--- config.mk ---
export PLATFORM = sky130hd
export DESIGN_NAME = capsense_filter_flat
export DESIGN_NICKNAME = d
export VERILOG_FILES = /design/src/rtl/capsense_pkg.sv /design/src/rtl/capsense_if.sv /design/src/rtl/capsense_ev_fifo.sv /design/src/rtl/capsense_filter.sv /design/src/flat_wrapper.sv
export SDC_FILE = /design/constraint.sdc
export NUM_CORES = 1
export LEC_CHECK = 0
export BUFFER_PORTS_ARGS = -buffer_cell sky130_fd_sc_hd__clkbuf_2
export CAP_MARGIN = 20
export CORE_UTILIZATION = 50
export DETAILED_ROUTE_END_ITERATION = 10
export PLACE_DENSITY = 0.74
export SLEW_MARGIN = 40
export SYNTH_ARGS = -nofsm -noshare
export SYNTH_HDL_FRONTEND = slang
export SYNTH_SLANG_ARGS = --single-unit
--- constraint.sdc ---
create_clock -name clk_i -period 9.3 [get_ports clk_i]
set_clock_uncertainty 0.2 [all_clocks]
set_input_delay 0.93 -clock clk_i [delete_from_list [all_inputs] [get_ports clk_i]]
set_output_delay 0.93 -clock clk_i [all_outputs]
set_load 0.1 [all_outputs]
--- src/rtl/capsense_pkg.sv ---
// Shared types and helpers for the capacitive-sense button filter.
// Holds the scan FSM encoding, the event record width and a constant clog2.
package capsense_pkg;

    typedef enum logic {
        ST_IDLE = 1'b0,
        ST_SCAN = 1'b1
    } state_t;

    function automatic int clog2(input int v);
        int r;
        r = 0;
        while ((1 << r) < v) r++;
        return r;
    endfunction

    // Event record is {button index, press flag}.
    function automatic int ev_width(input int n);
        return clog2(n) + 1;
    endfunction

endpackage

--- src/rtl/capsense_if.sv ---
// Event port: head of the press/release FIFO and its pop strobe.
// Head is visible combinationally while ev_valid_o; ev_rd_i pops one entry per cycle.
interface capsense_if
    import capsense_pkg::*;
#(
    parameter int N = 4
);
    logic                  ev_valid_o;
    logic [clog2(N)-1:0]   ev_idx_o;
    logic                  ev_press_o;
    logic                  ev_rd_i;

    modport master (output ev_valid_o, ev_idx_o, ev_press_o, input ev_rd_i);
    modport slave  (input ev_valid_o, ev_idx_o, ev_press_o, output ev_rd_i);
endinterface

--- src/rtl/capsense_ev_fifo.sv ---
// Small register FIFO, head read combinationally from storage; push/pop take effect at the clock edge.
// A push while full is dropped unless a pop happens in the same cycle; pop while empty is ignored.
module capsense_ev_fifo
    import capsense_pkg::*;
#(
    parameter int WIDTH = 3,
    parameter int DEPTH = 4
) (
    input  logic             clk_i,
    input  logic             rst_i,
    input  logic             push,
    input  logic [WIDTH-1:0] data,
    input  logic             pop,
    output logic             full,
    output logic             empty,
    output logic [WIDTH-1:0] head
);
    localparam int AW = clog2(DEPTH);

    logic [AW:0]      wr_q, wr_d, rd_q, rd_d;
    logic [WIDTH-1:0] mem_q [DEPTH];
    logic [WIDTH-1:0] mem_d [DEPTH];
    logic             do_pop, do_push;

    assign empty   = (wr_q == rd_q);
    assign full    = (wr_q[AW] != rd_q[AW]) && (wr_q[AW-1:0] == rd_q[AW-1:0]);
    assign head    = mem_q[rd_q[AW-1:0]];
    assign do_pop  = pop & ~empty;
    // A simultaneous pop frees the slot the push needs.
    assign do_push = push & (~full | do_pop);

    always_comb begin
        wr_d  = wr_q;
        rd_d  = rd_q;
        mem_d = mem_q;
        if (do_push) begin
            mem_d[wr_q[AW-1:0]] = data;
            wr_d                = wr_q + (AW+1)'(1);
        end
        if (do_pop) begin
            rd_d = rd_q + (AW+1)'(1);
        end
    end

    always_ff @(posedge clk_i or negedge rst_i) begin
        if (!rst_i) begin
            wr_q <= '0;
            rd_q <= '0;
            for (int i = 0; i < DEPTH; i++) mem_q[i] <= '0;
        end else begin
            wr_q  <= wr_d;
            rd_q  <= rd_d;
            mem_q <= mem_d;
        end
    end

endmodule

--- src/rtl/capsense_filter.sv ---
// Debounces N buttons with saturating integrators, one button per cycle after each sample strobe.
// Button k updates k+2 cycles after the strobe; a full event FIFO drops events and raises sticky overflow.
module capsense_filter
    import capsense_pkg::*;
#(
    parameter int N     = 4,
    parameter int MAX   = 4,
    parameter int DEPTH = 4
) (
    input  logic         clk_i,
    input  logic         rst_i,
    input  logic         but_oe_i,
    input  logic [N-1:0] sampled_i,
    output logic [N-1:0] pressed_o,
    output logic         overflow_o,
    input  logic         ovf_clr_i,
    output logic         busy_o,
    capsense_if.master   ev
);
    localparam int IW = clog2(N);
    localparam int CW = clog2(MAX + 1);
    localparam int EW = ev_width(N);

    state_t          state_q, state_d;
    logic [IW-1:0]   k_q, k_d;
    logic            oe_q;
    logic [N-1:0]    snap_q, snap_d, nxt_q, nxt_d;
    logic [N-1:0]    pressed_q, pressed_d;
    logic            pend_q, pend_d;
    logic            ovf_q, ovf_d;
    logic [CW-1:0]   cnt_q [N];
    logic [CW-1:0]   cnt_d [N];
    logic [CW-1:0]   cnt_cur, cnt_new;
    logic            strobe, push, pop_ok, fifo_full, fifo_empty;
    logic [EW-1:0]   push_dat, head_dat;

    assign strobe = but_oe_i & ~oe_q;
    assign pop_ok = ev.ev_rd_i & ~fifo_empty;

    always_comb begin
        state_d   = state_q;
        k_d       = k_q;
        snap_d    = snap_q;
        nxt_d     = nxt_q;
        pend_d    = pend_q;
        cnt_d     = cnt_q;
        pressed_d = pressed_q;
        push      = 1'b0;
        push_dat  = '0;
        cnt_cur   = cnt_q[k_q];
        cnt_new   = cnt_cur;

        case (state_q)
            ST_IDLE: begin
                // A fresh strobe supersedes any sample parked during the last scan.
                if (strobe) begin
                    snap_d  = sampled_i;
                    pend_d  = 1'b0;
                    k_d     = '0;
                    state_d = ST_SCAN;
                end else if (pend_q) begin
                    snap_d  = nxt_q;
                    pend_d  = 1'b0;
                    k_d     = '0;
                    state_d = ST_SCAN;
                end
            end
            ST_SCAN: begin
                if (strobe) begin
                    nxt_d  = sampled_i;
                    pend_d = 1'b1;
                end
                if (snap_q[k_q]) begin
                    cnt_new = (cnt_cur == CW'(MAX)) ? cnt_cur : cnt_cur + CW'(1);
                end else begin
                    cnt_new = (cnt_cur == '0) ? cnt_cur : cnt_cur - CW'(1);
                end
                cnt_d[k_q] = cnt_new;
                if (cnt_new == CW'(MAX) && !pressed_q[k_q]) begin
                    pressed_d[k_q] = 1'b1;
                    push           = 1'b1;
                    push_dat       = {k_q, 1'b1};
                end else if (cnt_new == '0 && pressed_q[k_q]) begin
                    pressed_d[k_q] = 1'b0;
                    push           = 1'b1;
                    push_dat       = {k_q, 1'b0};
                end
                if (k_q == IW'(N - 1)) begin
                    state_d = ST_IDLE;
                end else begin
                    k_d = k_q + IW'(1);
                end
            end
            default: state_d = ST_IDLE;
        endcase
    end

    // A new drop in the same cycle as a clear keeps the flag set.
    always_comb begin
        ovf_d = ovf_q;
        if (ovf_clr_i) ovf_d = 1'b0;
        if (push && fifo_full && !pop_ok) ovf_d = 1'b1;
    end

    always_ff @(posedge clk_i or negedge rst_i) begin
        if (!rst_i) begin
            state_q   <= ST_IDLE;
            k_q       <= '0;
            oe_q      <= 1'b1;
            snap_q    <= '0;
            nxt_q     <= '0;
            pend_q    <= 1'b0;
            pressed_q <= '0;
            ovf_q     <= 1'b0;
            for (int i = 0; i < N; i++) cnt_q[i] <= '0;
        end else begin
            state_q   <= state_d;
            k_q       <= k_d;
            oe_q      <= but_oe_i;
            snap_q    <= snap_d;
            nxt_q     <= nxt_d;
            pend_q    <= pend_d;
            pressed_q <= pressed_d;
            ovf_q     <= ovf_d;
            cnt_q     <= cnt_d;
        end
    end

    capsense_ev_fifo #(
        .WIDTH (EW),
        .DEPTH (DEPTH)
    ) u_fifo (
        .clk_i (clk_i),
        .rst_i (rst_i),
        .push  (push),
        .data  (push_dat),
        .pop   (ev.ev_rd_i),
        .full  (fifo_full),
        .empty (fifo_empty),
        .head  (head_dat)
    );

    assign pressed_o                    = pressed_q;
    assign overflow_o                   = ovf_q;
    assign busy_o                       = (state_q == ST_SCAN);
    assign ev.ev_valid_o                = ~fifo_empty;
    assign {ev.ev_idx_o, ev.ev_press_o} = head_dat;

endmodule

--- src/flat_wrapper.sv ---
// flat-port wrapper written by rule: the top's interface ports become plain ports
module capsense_filter_flat import capsense_pkg::*;
#(
    parameter int N     = 4,
    parameter int MAX   = 4,
    parameter int DEPTH = 4
)
  (clk_i, rst_i, but_oe_i, sampled_i, pressed_o, overflow_o, ovf_clr_i, busy_o, ev_ev_valid_o, ev_ev_idx_o, ev_ev_press_o, ev_ev_rd_i);
  capsense_if #(.N(N)) ev_i ();
  input  logic clk_i;
  input  logic rst_i;
  input  logic but_oe_i;
  input  logic [N-1:0] sampled_i;
  output logic [N-1:0] pressed_o;
  output logic overflow_o;
  input  logic ovf_clr_i;
  output logic busy_o;
  output wire logic [$bits(ev_i.ev_valid_o)-1:0] ev_ev_valid_o;
  output wire logic [$bits(ev_i.ev_idx_o)-1:0] ev_ev_idx_o;
  output wire logic [$bits(ev_i.ev_press_o)-1:0] ev_ev_press_o;
  input wire logic [$bits(ev_i.ev_rd_i)-1:0] ev_ev_rd_i;
  assign ev_ev_valid_o = ev_i.ev_valid_o;
  assign ev_ev_idx_o = ev_i.ev_idx_o;
  assign ev_ev_press_o = ev_i.ev_press_o;
  assign ev_i.ev_rd_i = ev_ev_rd_i;
  capsense_filter #(.N(N), .MAX(MAX), .DEPTH(DEPTH)) u_core (.clk_i(clk_i), .rst_i(rst_i), .but_oe_i(but_oe_i), .sampled_i(sampled_i), .pressed_o(pressed_o), .overflow_o(overflow_o), .ovf_clr_i(ovf_clr_i), .busy_o(busy_o), .ev(ev_i));
endmodule
After elaboration in Yosys (flattened, before gate mapping)
Cells that the tools add are included.
- bits in registers: 48
- bits in latches: 0
- memory bits (writable): 0
- bits in read-only memories: 0
- logic and storage cells: 116
- memories: 0
- add/subtract/negate cells: 5
- multiply operators: 0
- divide/modulo/power cells: 0
- $lt $le $gt $ge: 7
- eq/ne operators: 9
- shifts and indexed selects: 0
- mux-type cells: 44
- bitwise logic cells: 14
- reduce and logical (&&, ||, !) cells: 19
- operator list (kind ; count):
    3-bit two-way mux ; 13
    12-bit bitwise mux ; 2
    4-bit two-way mux ; 4
    3-bit binary-select mux with 2-bit select ; 2
    3-bit demux with 2-bit select ; 2
    1-bit two-way mux ; 12
    3-bit by 1-bit adder with 3-bit output, second input constant ; 3
    3-bit >= comparator, second input constant ; 3
    2-bit NOT with 3-bit output ; 3
    1-bit logical AND ; 8
    2-bit AND reduction ; 4
    3-bit equality test, second input constant ; 2
    3-bit logical NOT ; 2
    3-bit by 1-bit less-than comparator with 1-bit output, second input constant ; 2
    2-bit two-way mux ; 3
    2-bit nonzero test ; 3
    4-bit bitwise AND ; 1
    1-bit binary-select mux with 2-bit select ; 2
    2-bit != test, second input constant ; 2
    1-bit NOT ; 4
    4-bit NOT ; 1
    4-bit OR ; 1
    1-bit one-hot mux with 2 select lines ; 2
    2-bit one-hot mux with 2 select lines ; 1
    13 further kinds ; 16

Depth between registers and ports, before layout
- depth in word-level cells: 16
- mapped depth: 12
- mapped depth without buffers: 10

By module
From an unflattened synthesis, not the netlist that was laid out.
- cells, all modules: 223
- area total of the unflattened synthesis: 2721.4 um2
- modules (own cells, without submodules) (module ; times used ; cells each ; area each (um2) ; sequential area each (um2)):
    capsense_filter ; 1 ; 151 ; 1636.6 ; 752.0
    capsense_ev_fifo ; 1 ; 72 ; 1084.8 ; 450.4

Least setup slack after synthesis
Ideal clock, no wire load.
- path kind: reg-to-reg
- from: register u_core.k_q[0]
- to: register u_core.u_fifo.mem_q[1] (netlist bit)
- library setup time: 128 ps
- arrival: 2860 ps
- setup slack: 6112 ps
- cell stages (with the launch flop): 10
- buffers on the path: 1
- clock period less this slack: 3188 ps
- cell sequence: dfrtp_1 > buf_6 > mux4_2 > inv_2 > ha_1 > or4b_1 > a41o_2 > xor2_4 > nand4_2 > mux2_1
- longest elaborated chain between the ends: 14
- elaborated cells between the ends (all ways): 29
- RTL lines (what ; line ; text):
    start, declared ; capsense_filter.sv:25 ; logic [IW-1:0] k_q, k_d;
    start signal, assigned ; capsense_filter.sv:118 ; k_q <= k_d;
    2-bit NOT with 3-bit output (implied by the code) ; capsense_filter.sv:50 ; cnt_cur = cnt_q[k_q];
    3-bit binary-select mux with 2-bit select ; capsense_filter.sv:50 ;
    3-bit two-way mux (implied by the code) (2 in a row) ; capsense_filter.sv:50 ;
    3-bit by 1-bit subtractor with 3-bit output, or another cell as far along ; capsense_filter.sv:76 ; cnt_new = (cnt_cur == '0) ? cnt_cur : cnt_cur - CW'(1);
    3-bit two-way mux (on tied branches) ; capsense_filter.sv:76, capsense_filter.sv:74 ;
    3-bit two-way mux ; capsense_filter.sv:73 ; if (snap_q[k_q]) begin
    3-bit two-way mux ; capsense_filter.sv:53 ; case (state_q)
    3-bit logical NOT ; capsense_filter.sv:83 ; end else if (cnt_new == '0 && pressed_q[k_q]) begin
    1-bit logical AND ; capsense_filter.sv:83 ;
    3-bit two-way mux or 1-bit two-way mux (tied branches) ; capsense_filter.sv:83 ;
    3-bit two-way mux or 1-bit two-way mux (tied branches) ; capsense_filter.sv:79 ; if (cnt_new == CW'(MAX) && !pressed_q[k_q]) begin
    3-bit two-way mux or 1-bit two-way mux (tied branches) ; capsense_filter.sv:53 ;
    12-bit bitwise mux or 1-bit bitwise AND (tied branches) ; capsense_ev_fifo.sv:37, capsense_ev_fifo.sv:30 ;
    end signal, assigned ; capsense_ev_fifo.sv:53 ; mem_q <= mem_d;
    end, declared ; capsense_ev_fifo.sv:21 ; logic [WIDTH-1:0] mem_q [DEPTH];
Several ways; a longest one is shown, not always the timed one. The select of a mux whose other input is x is not followed.
A chain may end at the register's enable or synchronous reset.

Worst setup path after layout
- from: register u_core.k_q[0]
- to: register u_core.u_fifo.mem_q[2] (netlist bit)
The elaborated chain is that of the path after synthesis.

==> flow_metrics.py <==
metrics = {
    "status": {
        "run_status": "finished clean",
    },
    "synthesis": {
        "yosysUniqueCellTypes": 41,
        "ys_seq_area_share_pct": 46.40,
        "synth_warnings": 0,
        "synthTopCellsByArea": "dfrtp_1, mux4_2, ha_1",
        "synth_top_area_cell": "dfrtp_1",
        "synth_area_um2": 2591,
        "synth_ff_type": "dfrtp_1",
        "synth_nets": 231,
        "synth-edff-count": 0,
        "avgSynthCellArea_um2": 12.40,
        "ys_ff_latch": 48,
        "synth_top_cell_area_share_pct": 45.39,
        "async_flop_share_pct": 100.0,
        "synth_cells": 209,
    },
    "detailed_routing": {
        "routedWlPerCell_um": 15.15,
        "antenna_left": 0,
        "routed_wl_um": 4469,
        "drt_first_iter_violations": 106,
        "viasPerCell": 5.393,
        "route.detailed.drc": 0,
        "drt_pass1_iterations": 6,
        "vias": 1591,
    },
    "timing": {
        "setup_tns_ns": 0,
        "fmax_ghz": 0.2641,
        "timing_hold_violations_final": 0,
        "final_max_slew_viol_count": 0,
        "tightest_slew_ns": 0.6771,
        "finalSetupViolCount": 0,
        "rsz0062_at_grt": "false",
        "period_share_pct": 40.72,
        "slew_headroom_pct": 54.86,
        "min_period_ns": 3.787,
    },
    "critical_path": {
        "max_stage_delay_ns": 0.79,
        "crit_fanout": 17,
        "required_ns": 9.29,
        "cpMostUsedCell": "ha_1",
        "arrival_ns": 3.78,
        "r2r-start": "u_core.k_q[0]",
        "start_kind": "register",
        "crit_path_end_kind": "register",
        "reg2reg_slack_ns": 5.51,
        "ff2ff_path_depth": 10,
        "startpoint": "u_core.k_q[0]",
        "timing.rr.end": "u_core.u_fifo.mem_q[2]",
        "crit_chain": "mux4_2, inv_2, ha_1, inv_1, ha_1, nor2b_1, a41o_2, xor2_4, nand4_2, mux2_1",
        "worstSetupPathType": "register to register",
        "slowest_stage": "dfrtp_1",
    },
    "floorplanning": {
        "coreArea_um2": 4848,
        "die_w_um": 73.99,
        "initial_utilization_pct": 53.45,
        "rows": 25,
        "die_area_um2": 5475,
        "die_y_um": 73.99,
        "ioPinCount": 19,
    },
    "cts": {
        "clk_pin_slew_ns": 0.09,
        "cts_setup_buffers": 0,
        "postCtsHoldBufs": 0,
        "root_buffer": "clkbuf_8",
        "cts_made_buffers": 5,
        "cts_resized": 0,
        "clock_path_buffers": 2,
        "tritoncts": "built",
        "clock_latency_ns": 0.30,
        "cts_num_sinks": 48,
        "cts_htree_levels": 2,
    },
    "grt": {
        "grt_first_pass_wirelength_um": 7762,
        "grt_overflow": 0,
        "grt_pass1_vias": 1530,
        "grt_use_total_pct": 19.24,
        "antenna_found_initial": 0,
        "grt_max_degree": 49,
    },
    "cells_and_area": {
        "final_cells": 295,
        "area_growth_syn_to_layout_pct": 8.740,
        "fillers": 400,
        "layout_commonest_cell": "dfrtp_1",
        "layout_common_cells": "dfrtp_1, nand2_1, clkbuf_2",
        "drive_gt1_share_pct": 28.51,
        "insertedDiodeCount": 0,
        "fin_nets": 249,
    },
    "placed_design": {
        "dp.cells": 287,
        "portBuffers": 18,
        "gp_congestion": 0.7597,
        "hpwl_um": 3128,
    },
    "worst_hold_path": {
        "min_path_type": "register to register",
        "min_delay_path_depth": 2,
        "worst_hold_path.endpoint": "u_core.cnt_q[7]",
        "hp-start": "u_core.cnt_q[7]",
    },
    "flow_run": {
        "maxCapViolations": 0,
    },
}
stage by stage:
| step | hold slack (ns) | instance area (um2) | utilization [%] | setup slack [ns] |
|---|---|---|---|---|
| 2_1_floorplan | 0.2503 | 2591 | - | 6.113 |
| 3_3_place_gp | 0.2673 | 2723 | 56.15 | 5.667 |
| 3_5_place_dp | 0.2779 | 2723 | 56.15 | 5.534 |
| 4_1_cts | 0.2994 | 2818 | 58.12 | 5.516 |
| 5_1_grt | 0.3229 | 2818 | 58.12 | 5.269 |
| 6_report | 0.2930 | 2818 | 58.12 | 5.513 |
Yosys cell counts, types with 6 or more instances:
| library cell | count |
|---|---|
| o21ai_1 | 12 |
| mux4_2 | 8 |
| dfrtp_1 | 47 |
| xnor2_1 | 6 |
| ha_1 | 13 |
| inv_1 | 9 |
| nor2_1 | 7 |
| mux2_4 | 9 |
| mux2_2 | 9 |
| nand2_1 | 23 |
flip-flops by register name, summed over array words and instances, names as in the netlist, named ones only:
register and cells:
u_core.busy_o 1, u_core.pend_q 1, u_core.oe_q 1, u_core.u_fifo.wr_q 3, u_core.u_fifo.rd_q 3, u_core.cnt_q 12
u_core.u_fifo.mem_q 12, u_core.nxt_q 4, u_core.overflow_o 1, u_core.snap_q 4, u_core.k_q 2
metal layers:
layer / vias up / track usage [%] / routed length [um]
met5: - / 0 / 0
met4: 0 / 6.624 / 83
met3: 7 / 5.285 / 125
met2: 22 / 26.67 / 1931
met1: 777 / 29.03 / 2328
li1: 785 / - / -
kinds of logic (layout without fill, tap and decap cells):
logic type / after synthesis / after routing / synth area share (%)
mux: 32 / 32 / 18.59
buf+inv: 19 / 38 / 3.525
flops: 48 / 48 / 46.40
fa+ha+maj: 13 / 13 / 6.277
compound gates: 38 / 38 / 9.512
xor+xnor: 9 / 9 / 3.767
simple gates: 50 / 50 / 11.93
area by class of cell:
cell class | instances | area [um2] | share of cell area (%)
timing repair buffer | 19 | 97.59 | 3.464
multi-input combinational | 142 | 1297 | 46.05
clock inverter | 1 | 8.758 | 0.3108
clock buffer | 7 | 86.33 | 3.064
sequential | 48 | 1202 | 42.67
tap | 67 | 83.83 | 2.975
inverter | 11 | 41.29 | 1.465
worst max-delay path: cells and delay by family (launching register included):
family	cells	cell delay, ns
AO/OA/AOI/OAI	1	0.36
XOR/XNOR	1	0.38
adder cells (fa/ha/maj)	2	0.42
buffers and inverters	2	0.15
flip-flops	1	0.79
multiplexers	2	1.01
AND/OR/NAND/NOR	2	0.35
how the worst max path moves through the flow:
stage	end	slack (ns)	depth (start not counted)
final	u_core.u_fifo.mem_q[2]	5.51	10
after global routing	u_core.u_fifo.mem_q[1]	5.27	10
after CTS	u_core.u_fifo.mem_q[2]	5.52	10
after detailed placement	u_core.u_fifo.mem_q[2]	5.53	10
after global placement	u_core.u_fifo.mem_q[1]	5.67	10
after floorplan	u_core.u_fifo.mem_q[1]	6.11	9
Power is not shown: default switching activity piles up to over one toggle a cycle in this logic, so the estimate is an artifact.
